[src/rtl/pluck_envelope_pkg.sv]
// Shared guitar constants: envelope state encoding, amplitude width and a saturating add.
// Pure definitions; no latency or backpressure.
package pluck_envelope_pkg;

  localparam int AMP_WIDTH = 8;
  localparam logic [AMP_WIDTH-1:0] AMP_MAX  = '1;
  localparam logic [AMP_WIDTH-1:0] AMP_ZERO = '0;
  localparam logic [AMP_WIDTH-1:0] AMP_ONE  = AMP_WIDTH'(1);

  typedef enum logic [1:0] {
    ST_IDLE   = 2'd0,
    ST_ATTACK = 2'd1,
    ST_DECAY  = 2'd2
  } env_state_t;

  // One extra bit catches the carry so the result clamps at full scale.
  function automatic logic [AMP_WIDTH-1:0] amp_sat_add(input logic [AMP_WIDTH-1:0] a,
                                                        input logic [AMP_WIDTH:0]   inc);
    logic [AMP_WIDTH:0] sum;
    sum = {1'b0, a} + inc;
    return sum[AMP_WIDTH] ? AMP_MAX : sum[AMP_WIDTH-1:0];
  endfunction

endpackage

[src/rtl/pluck_envelope_tick_divider.sv]
// Tick prescaler: counts 0..DIV-1, tick is high for the one cycle the count sits at DIV-1.
// Latency: tick is combinational from the count; no backpressure, clear restarts from 0.
module tick_divider #(
  parameter int DIV = 25000
) (
  input  logic clk,
  input  logic rst_n,
  input  logic clear,
  output logic tick
);

  localparam int W = (DIV > 1) ? $clog2(DIV) : 1;
  localparam logic [W-1:0] LAST = W'(DIV - 1);

  logic [W-1:0] cnt;

  assign tick = (cnt == LAST);

  always_ff @(posedge clk or negedge rst_n) begin
    if (!rst_n) begin
      cnt <= '0;
    end else if (clear || tick) begin
      cnt <= '0;
    end else begin
      cnt <= cnt + W'(1);
    end
  end

endmodule

[src/rtl/pluck_envelope.sv]
// Pluck envelope: strum ramps amplitude up, it decays to silence, PWM gates the tone by level.
// Latency: state/level update on the edge after strum/tick; audio_out is one cycle behind; no backpressure.
module pluck_envelope
  import pluck_envelope_pkg::*;
#(
  parameter int TICK_DIV    = 25000,
  parameter int ATTACK_INC  = 32,
  parameter int DECAY_TICKS = 8
) (
  input  logic                 clk,
  input  logic                 rst_n,
  input  logic                 strum,
  input  logic                 mute,
  input  logic                 wave_in,
  output logic                 audio_out,
  output logic [AMP_WIDTH-1:0] level,
  output logic                 busy
);

  localparam logic [AMP_WIDTH:0] INC      = (AMP_WIDTH + 1)'(ATTACK_INC);
  localparam logic [15:0]        SUB_LAST = 16'(DECAY_TICKS - 1);

  env_state_t           state, state_nxt;
  logic [AMP_WIDTH-1:0] level_nxt;
  logic [AMP_WIDTH-1:0] pwm_cnt;
  logic [15:0]          sub_cnt, sub_nxt;
  logic                 tick;
  logic                 presc_clr;

  tick_divider #(
    .DIV(TICK_DIV)
  ) u_tick (
    .clk   (clk),
    .rst_n (rst_n),
    .clear (presc_clr),
    .tick  (tick)
  );

  always_ff @(posedge clk or negedge rst_n) begin
    if (!rst_n) begin
      state   <= ST_IDLE;
      level   <= AMP_ZERO;
      sub_cnt <= '0;
    end else begin
      state   <= state_nxt;
      level   <= level_nxt;
      sub_cnt <= sub_nxt;
    end
  end

  // Mute beats strum beats tick; a retrigger keeps the current level to avoid a click.
  always_comb begin
    state_nxt = state;
    level_nxt = level;
    sub_nxt   = sub_cnt;
    presc_clr = 1'b0;
    if (mute) begin
      state_nxt = ST_IDLE;
      level_nxt = AMP_ZERO;
    end else if (strum) begin
      state_nxt = ST_ATTACK;
      presc_clr = 1'b1;
      sub_nxt   = '0;
    end else begin
      case (state)
        ST_ATTACK: begin
          if (tick) begin
            level_nxt = amp_sat_add(level, INC);
            if (level_nxt == AMP_MAX) state_nxt = ST_DECAY;
          end
        end
        ST_DECAY: begin
          if (tick) begin
            if (sub_cnt >= SUB_LAST) begin
              sub_nxt = '0;
              if (level <= AMP_ONE) begin
                level_nxt = AMP_ZERO;
                state_nxt = ST_IDLE;
              end else begin
                level_nxt = level - AMP_ONE;
              end
            end else begin
              sub_nxt = sub_cnt + 16'd1;
            end
          end
        end
        default: begin
          state_nxt = ST_IDLE;
          level_nxt = AMP_ZERO;
        end
      endcase
    end
  end

  always_comb begin
    busy = (state == ST_ATTACK) || (state == ST_DECAY);
  end

  always_ff @(posedge clk or negedge rst_n) begin
    if (!rst_n) begin
      pwm_cnt   <= '0;
      audio_out <= 1'b0;
    end else begin
      pwm_cnt   <= pwm_cnt + AMP_ONE;
      audio_out <= wave_in & (pwm_cnt < level);
    end
  end

endmodule

[config.mk]
export PLATFORM = sky130hd
export DESIGN_NAME = pluck_envelope
export DESIGN_NICKNAME = d
export VERILOG_FILES = /design/src/rtl/pluck_envelope_pkg.sv /design/src/rtl/pluck_envelope_tick_divider.sv /design/src/rtl/pluck_envelope.sv
export SDC_FILE = /design/constraint.sdc
export NUM_CORES = 1
export LEC_CHECK = 0
export CAP_MARGIN = 20
export CORE_ASPECT_RATIO = 0.5
export CORE_MARGIN = 4
export CORE_UTILIZATION = 53
export CTS_CLUSTER_DIAMETER = 200
export DETAILED_ROUTE_END_ITERATION = 7
export PLACE_DENSITY_LB_ADDON = 0.05
export SYNTH_ARGS = -nofsm -noshare
export SYNTH_HDL_FRONTEND = slang
export SYNTH_SLANG_ARGS = --single-unit
[constraint.sdc]
create_clock -name clk -period 2.8 [get_ports clk]
set_clock_uncertainty 0.15 [all_clocks]
set_input_delay 0.42 -clock clk [delete_from_list [all_inputs] [get_ports clk]]
set_output_delay 0.42 -clock clk [all_outputs]
set_load 0.02 [all_outputs]
== Word level (Yosys, flattened, before mapping) ==
Index checks and enable logic that the tools add are counted.

* Register bits: 50
* Input port bits: 5
* Output and inout port bits: 10
* Logic and storage cells: 59

* $add $sub $neg: 5
* Equality and inequality tests: 13
* Reduce and logical (&&, ||, !) cells: 7
* Bitwise logic cells: 2
* Order comparisons: 3
* Multiplexer cells: 23

{| class="wikitable"
|+ Operators by type and width
! kind !! count
|-
| $mux 16 || 4
|-
| $mux 8 || 7
|-
| $add 16x1->16 const B || 1
|-
| $ge 16x3->1 const B || 1
|-
| $pmux 8 s2 || 1
|-
| $add 15x1->15 const B || 1
|-
| $eq 15x15->1 const B || 1
|-
| $mux 15 || 1
|-
| $mux 2 || 7
|-
| $ne 4x4->1 const B || 3
|-
| $add 8x6->9 const B || 1
|-
| $add 8x1->8 const B || 1
|-
| $eq 8x8->1 const B || 1
|-
| $le 8x1->1 const B || 1
|-
| $lt 8x8->1 || 1
|-
| $ne 4x3->1 const B || 2
|-
| $sub 8x1->8 const B || 1
|-
| $ne 3x2->1 const B || 2
|-
| $reduce_and 5->1 || 1
|-
| $pmux 2 s2 || 1
|-
| $reduce_and 4->1 || 1
|-
| $reduce_bool 2->1 || 2
|-
| $ne 3x3->1 const B || 1
|-
| $reduce_and 3->1 || 1
|-
| 7 further kinds || 9
|}

== Longest topological paths before layout ==
* Depth after elaboration: 8
* Mapped depth: 7
* Gate-level depth less buffers: 7

== Cells and area by module ==
A second synthesis with hierarchy kept.

* Cell total of the unflattened synthesis: 297
* Area, all modules: 2,902.8 µm²

{| class="wikitable"
|+ Modules (own cells, without submodules)
! module !! times used !! seq. area each (µm²) !! cells each !! area each (µm²)
|-
| pluck_envelope || 1 || 875.8 || 222 || 2,119.5
|-
| tick_divider || 1 || 375.4 || 75 || 783.3
|}

== Worst setup path after synthesis ==
Ideal clock, no wire load.

* Kind: register -> register
* Start: register u_tick.cnt[0]
* End: register sub_cnt[13]
* Setup slack: 0.617 ns
* Setup time: 0.077 ns
* Period minus slack after synthesis: 2.183 ns
* Buffers on the path: 0
* Cell stages (with the launch flop): 7
* Data required time: 2.573 ns
* Data arrival time: 1.955 ns
* Path through: dfrtp_1 ha_1 and4_1 nand4_4 o31a_4 or4_1 a21oi_1

* Longest elaborated chain between the ends: 3

{| class="wikitable"
|+ Ends and longest elaborated chain
! item !! line !! RTL
|-
| from (decl) || pluck_envelope_tick_divider.sv:15 || <nowiki>logic [W-1:0] cnt;</nowiki>
|-
| from (signal assigned) || pluck_envelope_tick_divider.sv:25 || <nowiki>cnt <= cnt + W'(1);</nowiki>
|-
| $eq 15x15->1 || pluck_envelope_tick_divider.sv:17 || <nowiki>assign tick = (cnt == LAST);</nowiki>
|-
| $reduce_bool 2->1 (no line) || n/a ||
|-
| $reduce_and 3->1 (no line) || n/a ||
|-
| to (signal assigned) || pluck_envelope.sv:47 || <nowiki>sub_cnt <= sub_nxt;</nowiki>
|-
| to (decl) || pluck_envelope.sv:26 || <nowiki>logic [15:0] sub_cnt, sub_nxt;</nowiki>
|}

Every way passes these cells.
A chain may end at the register's enable or synchronous reset.

== Final worst setup path ==
* Start: register level[5]
* End: register state[0]

* Longest elaborated chain between the ends: 5
* Elaborated cells on any way between the ends: 7
* Classes of those cells: add/sub: 1; order compare: 1; eq/ne: 3; mux: 1; reduce/logical: 1

{| class="wikitable"
|+ Ends and longest elaborated chain
! item !! line !! RTL
|-
| from (decl) || pluck_envelope.sv:16 || <nowiki>output logic [AMP_WIDTH-1:0] level,</nowiki>
|-
| from (signal assigned) || pluck_envelope.sv:46 || <nowiki>level <= level_nxt;</nowiki>
|-
| $add 8x6->9 || pluck_envelope_pkg.sv:20 || <nowiki>sum = {1'b0, a} + inc;</nowiki>
|-
| $mux 8 || pluck_envelope_pkg.sv:21 || <nowiki>return sum[AMP_WIDTH] ? AMP_MAX : sum[AMP_WIDTH-1:0];</nowiki>
|-
| $eq 8x8->1 || pluck_envelope.sv:69 || <nowiki>if (level_nxt == AMP_MAX) state_nxt = ST_DECAY;</nowiki>
|-
| $ne 4x4->1 (no line) || n/a ||
|-
| $reduce_and 5->1 (no line) * || n/a ||
|-
| to (signal assigned) || pluck_envelope.sv:45 || <nowiki>state <= state_nxt;</nowiki>
|-
| to (decl) || pluck_envelope.sv:23 || <nowiki>env_state_t state, state_nxt;</nowiki>
|}

Every way passes the cells marked *; elsewhere a longest branch is shown, timed or not.

==> results.txt <==
In the synthesized netlist the dominant register cell turns out to be dfrtp_1. Dividing the synthesized area by the synthesized cell count gives 9.76 µm². Across all hold checks on the routed design, the worst slack comes to around 360 ps. The global placer's final weighted congestion is a little over 0.9. The commonest non-fill, non-tap cell in the layout is dfrtp_1. In this run the worst path has a maximum fanout of 6. In the finished design, the share of the clock period the worst path needs comes to between 80% and 90%. The routed wire length came out at 6080 µm. STA puts the critical path data arrival time at 2500 ps. The wire length of the first global-routing pass is about 11000 µm. Routed signal wires occupy layers up through met4.

The number of global-route vias before repair came out at around 2200. Yosys attributes the largest share of cell area to dfrtp_1, ha_1, nor2_1. By area, the combinational part of the netlist is dominated by simple AND/OR/NAND/NOR gates. The vertical die dimension is around 60 µm.

The post-synthesis adder-cell area fraction is under 10%. The count of vias placed by the detailed router came out at about 2300. The synthesized design spends more area on one cell type than any other, namely dfrtp_1. The number of synthesized register bits came out at 50. Of all flip-flops after synthesis, the portion carrying an async set or reset was 100%. The switching share of power came out at 23.6%. Dividing the detail-routed wire length by the instance count gives about 16 µm.

TritonCTS built the clock tree. For this design the static power due to leakage is 1.43 nW. The power per standard cell area came out at 437 mW/mm². Adding up every negative setup slack in the final design gives 0 ps. The tool flagged a number of max-cap violations equal to 0. The number of hold-slack violations in the final timing report came out at 0. The fill cell instance count of the final layout came out at between 400 and 500. The time the final worst path needs with I/O delays and setup is between 2000 and 2500 ps. The synthesized netlist devotes 17.3% of its cell area to compound gates. The effective utilization at floorplan came out at 56.1%. The area occupied by multi-input gates came out at between 0.001 and 0.0015 mm². Power comes to between 1 and 1.5 mW. The count of input and output buffers came out at 14. The actual transition at the worst max-transition pin is between 700 and 800 ps.

The initial antenna violation count is 0. After the last flow step, the layout net total stands at 335. The run finished with clean final reports. The clock transition at the registers of the reported paths came out at 100 ps.

The share of synthesized cell area in and, or, nand and nor gates is about a fifth. The met3 wirelength from detailed routing is between 300 and 400 µm. The amount of wire on met2 after detailed routing came out at between 2000 and 3000 µm.

The yosys synthesis warning count is 0. The total I/O pin count is 15. The length in cells of the worst reg-to-reg path came out at 5. The cell row count came out at 18. Setup repair after global routing left no endpoint under its margin. The capture point of the critical path is state[0]$_DFFE_PN0P_. The internal cell power came out at 1.07 mW. The root buffer cell is clkbuf_8. The count of antenna-violating nets left after detailed routing is 0. The wire-length estimate of the detail-placed layout is between 4000 and 5000 µm.

The die covers around 0.0066 mm². In this run the most critical hold path is launched from pwm_cnt[0]$_DFF_PN0_. Of the post-synthesis cell area, the part taken by muxes is less than 1%.

The number of buffers between clock root and the deepest sink came out at 2. The first TritonRoute pass finished after 4 iterations. The relative contribution of combinational cells to total power is under 10%. The number of enable flip-flop cells after synthesis is 0.

The share of cells above drive strength 1 came out at 8.31%. The number of gates given a new drive strength after cts came out at 0. The number of DRC violations after detailed routing came out at 0. The met1 layer wirelength in the final routing is 2980 µm. After Yosys synthesis, XOR and XNOR cells account for under 10% of the synthesized area. In this run the critical register-to-register path is launched from level[5]$_DFFE_PN0P_. The combined area of all synthesized cells is between 0.002 and 0.003 mm².

The synthesis-to-layout area growth is 13.4%. The count of mapped cells out of synthesis came out at 290. The number of distinct library cell variants in the gate-level netlist after synthesis is 46. The number of H-tree branching levels is 2. Buffers added to address setup during post-CTS repair amount to 0. The synthesized netlist net count is ~310. The cell area after placement is just over 0.003 mm².

The vias per cell came out at ~5.9. STA classifies the critical path endpoint as a flip-flop. The core region is 0.00504 mm². The top cell types in the final layout, fill and taps aside, are dfrtp_1, nor2_1, ha_1. Entering global routing, the biggest net connects 27 pins. For this run, the total global-route usage over all layers was measured as 20.1%.

The highest clock frequency the design can meet is around 410 MHz. The required time at the worst-slack endpoint came out at around 2800 ps. The startpoint type of the worst setup path is a flip-flop. VDD sags by at most between 0.2 and 0.3 mV. Summing all flip-flop and latch instances after layout gives 0.00125 mm². The number of antenna diodes in the final layout is 0. The net switching power of the design is approximately 0.33 mW. Clock latency on the worst-skew pair, taken at its later pin, is approximately 310 ps. The die boundary width came out at roughly 110 µm. The sequential share of power came out at 55.2%. The part of the Yosys area used for sequential elements came out at 44.2%. The clock sink total came out at 50. The sum of overflow across all layers after global routing came out at 0. The number of DRC markers in iteration 0 came out at roughly 130.

Of the post-synthesis cell area, the dominant cell type holds between 40 and 50%. The endpoint identified for the worst register-to-register timing path is state[0]$_DFFE_PN0P_. The type of the worst min-delay path is reg -> reg. The TritonCTS buffer count is 5. Tracing the worst setup path back leads to its startpoint at level[5]$_DFFE_PN0P_. The portion of total power attributed to the clock network is a little under two fifths.

The worst max-slew margin expressed relative to the limit is approximately 50%. The total of endpoints with negative setup slack in the final report came out at 0. The post-route standard cell area excluding fillers is 0.00321 mm². The final max-slew violation count is 0. The internal reg-to-reg setup slack is ~330 ps. The critical path is of the reg -> reg type.
final cells by class:
class	instances	share of cell area [%]
clock buffer	6	2.57
timing repair buffer	24	6.62
multi-input combinational	216	46.3
clock inverter	1	0.935
sequential	50	39.0
inverter	16	1.87
tap	70	2.73
worst max-delay path: stages (launching register included):
cell	delay (ps)
dfrtp_1	470
nor4_1	690
o211a_1	310
nand2_1	80
a311o_1	380
a32o_1	270
through the flow:
step | util, % | setup slack (ps) | cells
floorplan | - | 617 | 290
global placement | 61.2 | 487 | 375
detailed placement | 61.2 | 449 | 375
CTS | 63.7 | 454 | 383
global route | 63.7 | 284 | 383
finish | 63.7 | 335 | 383
kinds of logic after synthesis:
group / after synthesis
flip-flops: 50
AND/OR/NAND/NOR: 113
XOR/XNOR: 20
buffers and inverters: 24
AO/OA/AOI/OAI: 65
adder cells (fa/ha/maj): 17
multiplexers: 1
cell usage after synthesis (2+ instances only):
library cell   n
nor3_1        10
nor4_1         5
a21oi_1        5
a41oi_1        6
xnor2_1       11
a31oi_1        7
o31ai_1        3
xor2_1         9
ha_1          17
o211ai_1       4
a22o_1         6
nand2b_1       3
a21o_1         4
a211oi_1       4
nand4_1        8
buf_2          2
dfrtp_1       50
and3_1        11
a221o_1        2
inv_1         16
nand3_1       12
nand2_1       15
a32o_1         2
and4_1         3
clkbuf_1       5
nor2_1        36
or2_2          2
o21ai_0       12
and2_1         2
nor2b_1        2
routing by layer:
metal | up-vias | GRT usage [%]
li1 | 1103 | -
met1 | 1082 | 28.1
met2 | 74 | 32.0
met3 | 2 | 5.06
met4 | 0 | 5.03
met5 | - | 0
worst min-delay path by stage:
stage | slack (ps) | to | cells after the start
final | 360 | pwm_cnt[0]$_DFF_PN0_ | 1
after global routing | 390 | pwm_cnt[0]$_DFF_PN0_ | 1
after CTS | 360 | pwm_cnt[0]$_DFF_PN0_ | 1
after detailed placement | 280 | u_tick.cnt[3]$_DFF_PN0_ | 1
after global placement | 280 | u_tick.cnt[3]$_DFF_PN0_ | 1
after floorplan | -30 | audio_out$_DFF_PN0_ | 0
timing repair:
item	CTS	global route
setup endpoints to repair	0	0
hold endpoints to repair	24	0
hold buffers	1	0
sequential cells by signal (all words and copies together) (netlist names):
signal,count
state,2
u_tick.cnt,15
audio_out,1
sub_cnt,16
level,8
pwm_cnt,8
power by group through the flow:
stage | clock, mW | sequential (mW) | combinational [mW]
final | 0.525 | 0.775 | 0.104
after floorplan | 0 | 0.782 | 0.0638
after global placement | 0 | 0.788 | 0.102
after global routing | 0.572 | 0.779 | 0.122
after detailed placement | 0 | 0.789 | 0.104
after CTS | 0.540 | 0.776 | 0.106
Note: power is estimated with default switching activity, not from simulation.
